--- src/rtl/nibble_serial_adder_if.sv ---
// Handshake and operand/result bundle for nibble_serial_adder.
// The master drives start and the operands. The slave returns status and the result.
interface nibble_serial_adder_if #(
   parameter int unsigned WIDTH = 16
);
   logic             start;
   logic [WIDTH-1:0] a;
   logic [WIDTH-1:0] b;
   logic             cin;
   logic             busy;
   logic             done;
   logic [WIDTH-1:0] sum;
   logic             cout;

   modport master (
      output start, a, b, cin,
      input  busy, done, sum, cout
   );

   modport slave (
      input  start, a, b, cin,
      output busy, done, sum, cout
   );
endinterface

--- src/rtl/nibble_serial_adder.sv ---
// Multi-cycle adder that computes a + b + cin one 4-bit nibble per clock, LSB nibble first.
// A 4-bit propagate/generate ripple slice feeds a registered inter-nibble carry.
// Operands are captured on an accepted start.
// sum/cout update only on the cycle that raises done.
module nibble_serial_adder #(
   parameter int unsigned WIDTH = 16
) (
   input  logic                  clk,
   input  logic                  rst_n,
   nibble_serial_adder_if.slave  bus
);
   localparam int unsigned N    = WIDTH / 4;
   localparam int unsigned IDXW = (N > 1) ? $clog2(N) : 1;

   typedef enum logic [1:0] {
      IDLE = 2'd0,
      RUN  = 2'd1,
      DONE = 2'd2
   } state_t;

   state_t            state_q;
   logic [WIDTH-1:0]  a_q;
   logic [WIDTH-1:0]  b_q;
   logic [WIDTH-1:0]  work_q;
   logic [WIDTH-1:0]  sum_q;
   logic [IDXW-1:0]   idx_q;
   logic              carry_q;
   logic              cout_q;
   logic              busy_q;
   logic              done_q;

   logic [3:0]        a_nib;
   logic [3:0]        b_nib;
   logic [3:0]        p;
   logic [3:0]        g;
   logic [3:0]        s;
   logic              c1, c2, c3, c4;
   logic [WIDTH-1:0]  work_d;
   logic              last_nib;

   // Nibble slice: select the current nibble, ripple the carry, and merge the result into the work word
   always_comb begin
      a_nib  = 4'(a_q >> {idx_q, 2'b00});
      b_nib  = 4'(b_q >> {idx_q, 2'b00});
      p      = a_nib ^ b_nib;
      g      = a_nib & b_nib;
      c1     = g[0] | (p[0] & carry_q);
      c2     = g[1] | (p[1] & c1);
      c3     = g[2] | (p[2] & c2);
      c4     = g[3] | (p[3] & c3);
      s      = p ^ {c3, c2, c1, carry_q};
      work_d = work_q;
      for (int unsigned i = 0; i < N; i++) begin
         if (idx_q == IDXW'(i)) begin
            work_d[4*i +: 4] = s;
         end
      end
      last_nib = (idx_q == IDXW'(N - 1));
   end

   // Control FSM with registered status and result outputs
   always_ff @(posedge clk or negedge rst_n) begin
      if (!rst_n) begin
         state_q <= IDLE;
         a_q     <= '0;
         b_q     <= '0;
         work_q  <= '0;
         sum_q   <= '0;
         idx_q   <= '0;
         carry_q <= 1'b0;
         cout_q  <= 1'b0;
         busy_q  <= 1'b0;
         done_q  <= 1'b0;
      end else begin
         case (state_q)
            IDLE, DONE: begin
               done_q <= 1'b0;
               if (bus.start) begin
                  a_q     <= bus.a;
                  b_q     <= bus.b;
                  carry_q <= bus.cin;
                  idx_q   <= '0;
                  busy_q  <= 1'b1;
                  state_q <= RUN;
               end else begin
                  state_q <= IDLE;
               end
            end
            RUN: begin
               work_q  <= work_d;
               carry_q <= c4;
               idx_q   <= idx_q + IDXW'(1);
               if (last_nib) begin
                  sum_q   <= work_d;
                  cout_q  <= c4;
                  done_q  <= 1'b1;
                  busy_q  <= 1'b0;
                  state_q <= DONE;
               end
            end
            default: begin
               busy_q  <= 1'b0;
               done_q  <= 1'b0;
               state_q <= IDLE;
            end
         endcase
      end
   end

   assign bus.busy = busy_q;
   assign bus.done = done_q;
   assign bus.sum  = sum_q;
   assign bus.cout = cout_q;
endmodule

--- src/flat_wrapper.sv ---
// flat-port wrapper written by rule: the top's interface ports become plain ports
module nibble_serial_adder_flat 
#(
   parameter int unsigned WIDTH = 16
)
  (clk, rst_n, bus_start, bus_a, bus_b, bus_cin, bus_busy, bus_done, bus_sum, bus_cout);
  nibble_serial_adder_if #(.WIDTH(WIDTH)) bus_i ();
  input  logic clk;
  input  logic rst_n;
  input wire logic [$bits(bus_i.start)-1:0] bus_start;
  input wire logic [$bits(bus_i.a)-1:0] bus_a;
  input wire logic [$bits(bus_i.b)-1:0] bus_b;
  input wire logic [$bits(bus_i.cin)-1:0] bus_cin;
  output wire logic [$bits(bus_i.busy)-1:0] bus_busy;
  output wire logic [$bits(bus_i.done)-1:0] bus_done;
  output wire logic [$bits(bus_i.sum)-1:0] bus_sum;
  output wire logic [$bits(bus_i.cout)-1:0] bus_cout;
  assign bus_i.start = bus_start;
  assign bus_i.a = bus_a;
  assign bus_i.b = bus_b;
  assign bus_i.cin = bus_cin;
  assign bus_busy = bus_i.busy;
  assign bus_done = bus_i.done;
  assign bus_sum = bus_i.sum;
  assign bus_cout = bus_i.cout;
  nibble_serial_adder #(.WIDTH(WIDTH)) u_core (.clk(clk), .rst_n(rst_n), .bus(bus_i));
endmodule
--- config.mk ---
export PLATFORM = sky130hd
export DESIGN_NAME = nibble_serial_adder_flat
export DESIGN_NICKNAME = d
export VERILOG_FILES = /design/src/rtl/nibble_serial_adder_if.sv /design/src/rtl/nibble_serial_adder.sv /design/src/flat_wrapper.sv
export SDC_FILE = /design/constraint.sdc
export NUM_CORES = 1
export LEC_CHECK = 0
export BUFFER_PORTS_ARGS = -buffer_cell sky130_fd_sc_hd__buf_4
export CORE_MARGIN = 2
export CORE_UTILIZATION = 45
export CTS_CLUSTER_SIZE = 8
export DETAILED_ROUTE_END_ITERATION = 12
export PLACE_DENSITY = 0.77
export SLEW_MARGIN = 20
export SYNTH_ARGS = -nofsm -noshare
export SYNTH_HDL_FRONTEND = slang
export SYNTH_SLANG_ARGS = --single-unit
export TNS_END_PERCENT = 10
--- constraint.sdc ---
create_clock -name clk -period 7.94 [get_ports clk]
set_input_delay 0.794 -clock clk [delete_from_list [all_inputs] [get_ports clk]]
set_output_delay 0.794 -clock clk [all_outputs]
set_load 0.02 [all_outputs]
==> run_results.csv, run 1 <==
group,metric,value,unit
run_status,status,"complete, no violations",
power,switchingPower,0.687,mW
timing,post-route-min-period,3.41,ns
setup_path,worstRegToRegCells,11,
cells_and_area,regArea,1680,sq um
cts,post-cts-setup-buffer-count,0,
die,core,6420,sq um
routing,avgViaCountPerCell,4.98,
setup_path,crit_type,"flip-flop to flip-flop",
timing,max_slew_margin,0.454,
timing,fmax,294,MHz
synth,synth_top_cell_area_share,0.553,
grt,grt_first_pass_wirelength,9.95,mm
cts,cts.path.max_buffers,2,
cts,cts_made_buffers,9,
synth,synth_area_leader_cell,"dfrtp_1",
placed_design,gp_congestion,0.760,
power,irDropWorstVdd,0.000255,V
synth,syn_area_per_cell,10.4,sq um
synth,synth_xor_xnor_area_share,0,
die,ios,55,
setup_path,critPathLaunch,"u_core.idx_q[0]$_DFFE_PN0P_",
routing,wl_per_cell,14.1,um
synth,netlist_area,3030,sq um
setup_path,crit_fanout,13,
setup_path,cp.arrival,3.65,ns
cells_and_area,nets,383,
grt,grt_max_degree,68,
timing,rsz0062_at_grt,"no",
power,p_sw_frac,0.408,
cells_and_area,diodes,0,
setup_path,critPathCaptureType,"flip-flop",
setup_path,reg2reg_from,"u_core.idx_q[0]$_DFFE_PN0P_",
die,fp.dieW,86.1,um
synth,ys_types,24,
power,combPwrFrac,0.483,
synth,synth-compound-area-share,0.0508,
timing,fin_ws,4.53,ns
synth,ys_top_cells_by_area,"dfrtp_1, nand2_1, mux4_1",
cells_and_area,mostFrequentLayoutCells,"nand2_1, dfrtp_1, buf_4, o21ai_0",
routing,ant_nets,0,
placed_design,portBuffers,54,
power,clockPowerShare,0.146,
setup_path,cpMaxStageDelayCell,"dfrtp_1",
grt,antenna_found_initial,0,
cts,clk-insertion-delay-late,0.34,ns
placed_design,dpl.hpwl,4.05,mm
setup_path,start_kind,"flip-flop",
setup_path,cp.buffers_inverters,4,
timing,maxSlewViolCount,0,
routing,finalWirelength,5.91,mm
grt,gr-total-overflow,0,
timing,setup_violations,0,
routing,drt_iter0_drc,110,
power,p_leak,1.86,nW
synth,syn_inst,291,
cts,root_buffer,"clkbuf_8",
cells_and_area,final_common_cell,"nand2_1",
setup_path,cp.depth,11,
timing,finalSetupTns,0,ns
synth,synth_top_family_by_area,"simple AND/OR/NAND/NOR gates",
cells_and_area,n_fill_cell,540,
die,die_h,86.1,um
cts,cts.sinks,67,
cts,cts_hold_buf,0,
synth,yosys.area_share.simple,0.176,
grt,grt_use_total,0.173,
timing,worst_pin_slew,0.819,ns
die,initial_core_util,0.472,
cells_and_area,syn_to_final_growth,18.7,%
setup_path,endpoint,"u_core.bus.sum[3]$_DFFE_PN0P_",
timing,clock-skew-final,0.00558,ns
hold_path,hp-class,"flip-flop to flip-flop",
setup_path,path_delay_family,"adder cells",
synth,ys_ff_latch,67,
power,p_seq_frac,0.371,
routing,first_pass_iters,5,
routing,num_vias,2086,
synth,synth_fp_nets,335,
routing,drc,0,
cts,clk_pin_slew_worst_paths,0.07,ns
synth,synthMuxAreaShare,0.128,
synth,yosys_warnings,0,
die,die_area,7410,sq um
setup_path,cpPeakStageDelay,0.70,ns
timing,fin_crit_sh,0.429,
cells_and_area,multiInputGateArea,1210,sq um
setup_path,cp.required,8.18,ns
placed_design,preCtsSetupSlack,4.57,ns
job,maxCapViolCount,0,
timing,finalHoldViolations,0,
cts,htreeDepth,3,
power,power_density,468,nW/um^2
die,placementRows,29,
power,p_int,0.998,mW
setup_path,crit_chain,"mux4_1, inv_1, fa_1, inv_1, fa_1, fa_1, inv_1, fa_1, inv_1, mux2i_1, o21ai_0",
grt,grt_pass1_vias,2105,
cts,cts_tree,"built",
cells_and_area,layout-drive-gt1-share,0.240,
synth,synth_seq_area_share,0.553,
setup_path,rr_endpoint,"u_core.bus.sum[3]$_DFFE_PN0P_",
cts,cts_resized,0,
synth,synthAdderAreaFrac,0.0429,
setup_path,r2r_slack,4.53,ns
[per-layer routing]
layer,vias to the layer above,share of wire,track usage
met2,56,0.47,0.266
li1,1037,-,-
met5,-,0,0
met3,8,0.047,0.0318
met4,0,0.014,0.0693
met1,985,0.47,0.246
[worst min path at each step]
stage,start,to,depth (start not counted)
CTS,u_core.a_q[2]$_DFFE_PN0P_,u_core.a_q[2]$_DFFE_PN0P_,2
detailed placement,u_core.b_q[4]$_DFFE_PN0P_,u_core.b_q[4]$_DFFE_PN0P_,2
floorplan,u_core.a_q[4]$_DFFE_PN0P_,u_core.a_q[4]$_DFFE_PN0P_,2
finish,u_core.b_q[4]$_DFFE_PN0P_,u_core.b_q[4]$_DFFE_PN0P_,2
global placement,u_core.a_q[15]$_DFFE_PN0P_,u_core.a_q[15]$_DFFE_PN0P_,2
global route,u_core.a_q[7]$_DFFE_PN0P_,u_core.a_q[7]$_DFFE_PN0P_,2
[power groups by stage]
| stage | clock (mW) | sequential (mW) | combinational, mW |
|---|---|---|---|
| after floorplan | 0 | 0.637 | 0.569 |
| after global placement | 0 | 0.622 | 0.795 |
| after detailed placement | 0 | 0.631 | 0.824 |
| after CTS | 0.252 | 0.625 | 0.828 |
| after global routing | 0.266 | 0.645 | 0.920 |
| final | 0.246 | 0.626 | 0.813 |
[sequential cells by signal (all words and copies together), names as in the netlist]
register and count:
u_core.a_q 16, u_core.b_q 16, u_core.bus.sum 16, u_core.work_q 12, u_core.idx_q 2, u_core.state_q 2
u_core.bus.busy 1, u_core.bus.cout 1, u_core.carry_q 1
[cell type report]
cell class              instances  area share
clock buffers                  11      0.0421
clock inverters                 3     0.00417
inverters                      11      0.0115
multi-input cells             196       0.337
flip-flops and latches         67       0.466
well taps                      77      0.0268
repair buffers                 54       0.113
[synthesized netlist by cell type, drive strengths merged]
master	number
nor2b	2
inv	11
nand3	1
o21ai	27
dfrtp	67
a221o	1
nand2	121
nand2b	2
mux2	8
mux4	8
nand3b	4
a22o	1
fa	4
mux2i	9
ha	4
nor2	4
buf	16
clkbuf	1
[stage by stage]
stage,area [sq um],util,total power [mW],hold WS (ns),std cells
3_5_place_dp,3430,0.533,1.46,0.460,405
5_1_grt,3600,0.560,1.83,0.499,419
6_report,3600,0.560,1.69,0.473,419
3_3_place_gp,3430,0.533,1.42,0.451,405
2_1_floorplan,3030,-,1.21,0.437,291
4_1_cts,3590,0.559,1.71,0.478,419
[worst min-delay path: cells and delay by family, from the launching register on]
family        cells  cell delay, ns
flops             1            0.34
simple gates      2            0.10
[cells by family after synthesis]
kind of cell / Yosys count
adders and majority gates: 8
and+or+nand+nor: 134
DFF: 67
AOI/OAI and AO/OA: 29
muxes: 25
buffers and inverters: 28
No activity file was read; power rests on OpenSTA's default activity.
==> run 2, diff against run 1 <==
--- a/config.mk
+++ b/config.mk
@@ -5,12 +5,13 @@
 export SDC_FILE = /design/constraint.sdc
 export NUM_CORES = 1
 export LEC_CHECK = 0
+export ABC_AREA = 1
 export BUFFER_PORTS_ARGS = -buffer_cell sky130_fd_sc_hd__buf_4
 export CORE_MARGIN = 2
 export CORE_UTILIZATION = 45
 export CTS_CLUSTER_SIZE = 8
 export DETAILED_ROUTE_END_ITERATION = 12
-export PLACE_DENSITY = 0.77
+export PLACE_DENSITY = 0.76
 export SLEW_MARGIN = 20
 export SYNTH_ARGS = -nofsm -noshare
 export SYNTH_HDL_FRONTEND = slang
==> constraint.sdc (replaced) <==
create_clock -name clk -period 3.6 [get_ports clk]
set_input_delay 0.36 -clock clk [delete_from_list [all_inputs] [get_ports clk]]
set_output_delay 0.36 -clock clk [all_outputs]
set_load 0.02 [all_outputs]
==> run_results.csv, run 2 <==
group,metric,value,unit
setup_path,cp.arrival,3.35,ns
synth,ys_types,18,
setup_path,cpMaxStageDelayCell,"dfrtp_1",
setup_path,critPathCaptureType,"flip-flop",
job,maxCapViolCount,0,
cells_and_area,mostFrequentLayoutCells,"nand2_1, dfrtp_1, buf_4, inv_1, nand3_1",
power,p_leak,2.18,nW
synth,netlist_area,3230,sq um
timing,maxSlewViolCount,0,
cells_and_area,final_util,0.564,
placed_design,dpl.hpwl,4.71,mm
grt,grt_use_total,0.194,
die,placementRows,30,
cts,post-cts-setup-buffer-count,0,
synth,yosys-top-cells-count,"nand2_1, dfrtp_1, inv_1",
setup_path,crit_type,"flip-flop to flip-flop",
setup_path,crit_fanout,14,
routing,wl_per_cell,11.7,um
setup_path,r2r_slack,0.53,ns
die,die_h,88.7,um
cts,cts_tree,"built",
cts,cts.sinks,68,
grt,grt_first_pass_wirelength,11.6,mm
timing,worst_pin_slew,0.827,ns
routing,ant_nets,0,
die,core,6870,sq um
routing,num_vias,2651,
setup_path,worstRegToRegCells,15,
timing,fin_crit_sh,0.852,
routing,first_pass_iters,4,
timing,setup_violations,0,
synth,syn_area_per_cell,7.85,sq um
setup_path,start_kind,"flip-flop",
timing,post-route-min-period,3.07,ns
power,power_density,1020,nW/um^2
die,fp.dieW,88.7,um
synth,synth_fp_nets,455,
placed_design,gp_congestion,0.797,
die,initial_core_util,0.470,
power,finalPower,3.94,mW
run_status,status,"complete, no violations",
synth,yosysMostFrequentCell,"nand2_1",
routing,avgViaCountPerCell,4.69,
grt,grt_pass1_vias,2739,
setup_path,crit_top_cell,"nand2_1",
synth,ys_top_cells_by_area,"dfrtp_1, nand2_1, inv_1",
cells_and_area,final_common_cell,"nand2_1",
synth,synth_edf_count,0,
cells_and_area,diodes,0,
timing,clock-skew-final,0.00875,ns
cts,cts_hold_buf,0,
die,ios,55,
routing,drt_iter0_drc,166,
setup_path,cp.required,3.89,ns
timing,max_slew_margin,0.449,
routing,finalWirelength,6.63,mm
grt,antenna_found_initial,0,
synth,syn_inst,411,
timing,fmax,326,MHz
synth,yosys_most_used_dff,"dfrtp_1",
synth,synth_seq_area_share,0.527,
synth,async_flop_share,1.00,
hold_path,hp-class,"input pin to async pin",
cells_and_area,layout-drive-gt1-share,0.175,
cts,cts_made_buffers,9,
cts,clk-insertion-delay-late,0.35,ns
cts,htreeDepth,3,
cts,cts.path.max_buffers,2,
setup_path,cpPeakStageDelay,0.56,ns
synth,ys_ff_latch,68,
cells_and_area,syn_to_final_growth,20.1,%
cells_and_area,nets,508,
timing,rsz0062_at_grt,"no",
synth,synth_area_leader_cell,"dfrtp_1",
setup_path,crit_chain,"inv_1, nand2_1, nand3_1, nand2_1, fa_1, inv_1, fa_1, fa_1, inv_1, fa_1, inv_1, nand2_1, nand2_1, nand2_1, nand2_1",
grt,gr-total-overflow,0,
synth,yosys_warnings,0,
timing,finalHoldViolations,0,
power,irDropWorstVdd,0.000356,V
synth,synth_top_cell_area_share,0.527,
timing,finalSetupTns,0,ns
cts,cts_resized,0,
die,die_area,7870,sq um
cts,root_buffer,"clkbuf_8",
cts,clk_pin_slew_worst_paths,0.07,ns
placed_design,portBuffers,54,
grt,grt_max_degree,69,
routing,drc,0,
-- run 2: cell count changes after synthesis, moves of 3 or more --
cell | previous run | this run
nand2_1 | 121 | 247
inv_1 | 11 | 26
nand3_1 | 1 | 16
mux2i_1 | 9 | 0
o21ai_0 | 24 | 15
mux2_2 | 6 | 0
mux4_1 | 5 | 0
buf_2 | 10 | 6
mux4_2 | 3 | 0
nand3b_1 | 3 | 0
o21ai_1 | 3 | 0
or2_2 | 0 | 3
-- run 2: cell families (layout without fill, tap and decap cells) --
group | count (synthesis) | after routing | share of synthesized area
compound gates | 15 | 15 | 0.0233
fa+ha+maj | 8 | 8 | 0.0403
simple gates | 278 | 278 | 0.347
flops | 68 | 68 | 0.527
buf+inv | 42 | 100 | 0.0628
-- run 2: cell type report --
type	count	area [sq um]
Clock buffer	11	141
Clock inverter	5	60.1
Fill cell	659	2990
Inverter	27	101
Multi-Input combinational cell	301	1320
Sequential cell	68	1700
Tap cell	96	120
Timing Repair Buffer	57	428
-- run 2: worst paths after layout --
check | start | end
worst max-delay path | u_core.idx_q[0]$_DFFE_PN0P_ | u_core.work_q[3]$_DFFE_PN0P_
max in group asynchronous | rst_n | u_core.a_q[12]$_DFFE_PN0P_
worst min-delay path | rst_n | u_core.bus.sum[13]$_DFFE_PN0P_
worst max register to register | u_core.idx_q[0]$_DFFE_PN0P_ | u_core.work_q[3]$_DFFE_PN0P_
worst min register to register | u_core.bus.sum[3]$_DFFE_PN0P_ | u_core.bus.sum[3]$_DFFE_PN0P_
min in group clk | bus_a[7] | u_core.a_q[7]$_DFFE_PN0P_
-- run 2: critical path: cells and delay by family (launching register included) --
family	cells	cell delay, ns
DFF	1	0.56
adders and majority gates	4	1.33
and+or+nand+nor	7	0.58
buffers and inverters	4	0.55
-- run 2: metrics by stage --
| step | setup WS (ns) | cells | hold slack (ns) | instance area, sq um |
|---|---|---|---|---|
| after floorplan | 0.929 | 411 | 0.0644 | 3230 |
| after global placement | 0.663 | 549 | 0.455 | 3670 |
| after detailed placement | 0.556 | 549 | 0.460 | 3670 |
| after CTS | 0.531 | 565 | 0.143 | 3880 |
| after global routing | 0.227 | 565 | 0.187 | 3880 |
| final | 0.534 | 565 | 0.106 | 3880 |
-- run 2: report_power, final --
| group | internal (mW) | switching (mW) | leakage (nW) |
|---|---|---|---|
| logic | 0.699 | 1.29 | 1.23 |
| registers | 1.11 | 0.211 | 0.854 |
| clock network | 0.341 | 0.286 | 0.0999 |
-- run 2: layer usage --
| layer | part of all wire | up-vias | track usage |
|---|---|---|---|
| met5 | 0 | - | 0 |
| met4 | 0.027 | 0 | 0.103 |
| met3 | 0.046 | 16 | 0.0410 |
| li1 | - | 1346 | - |
| met1 | 0.46 | 1215 | 0.233 |
| met2 | 0.47 | 74 | 0.325 |
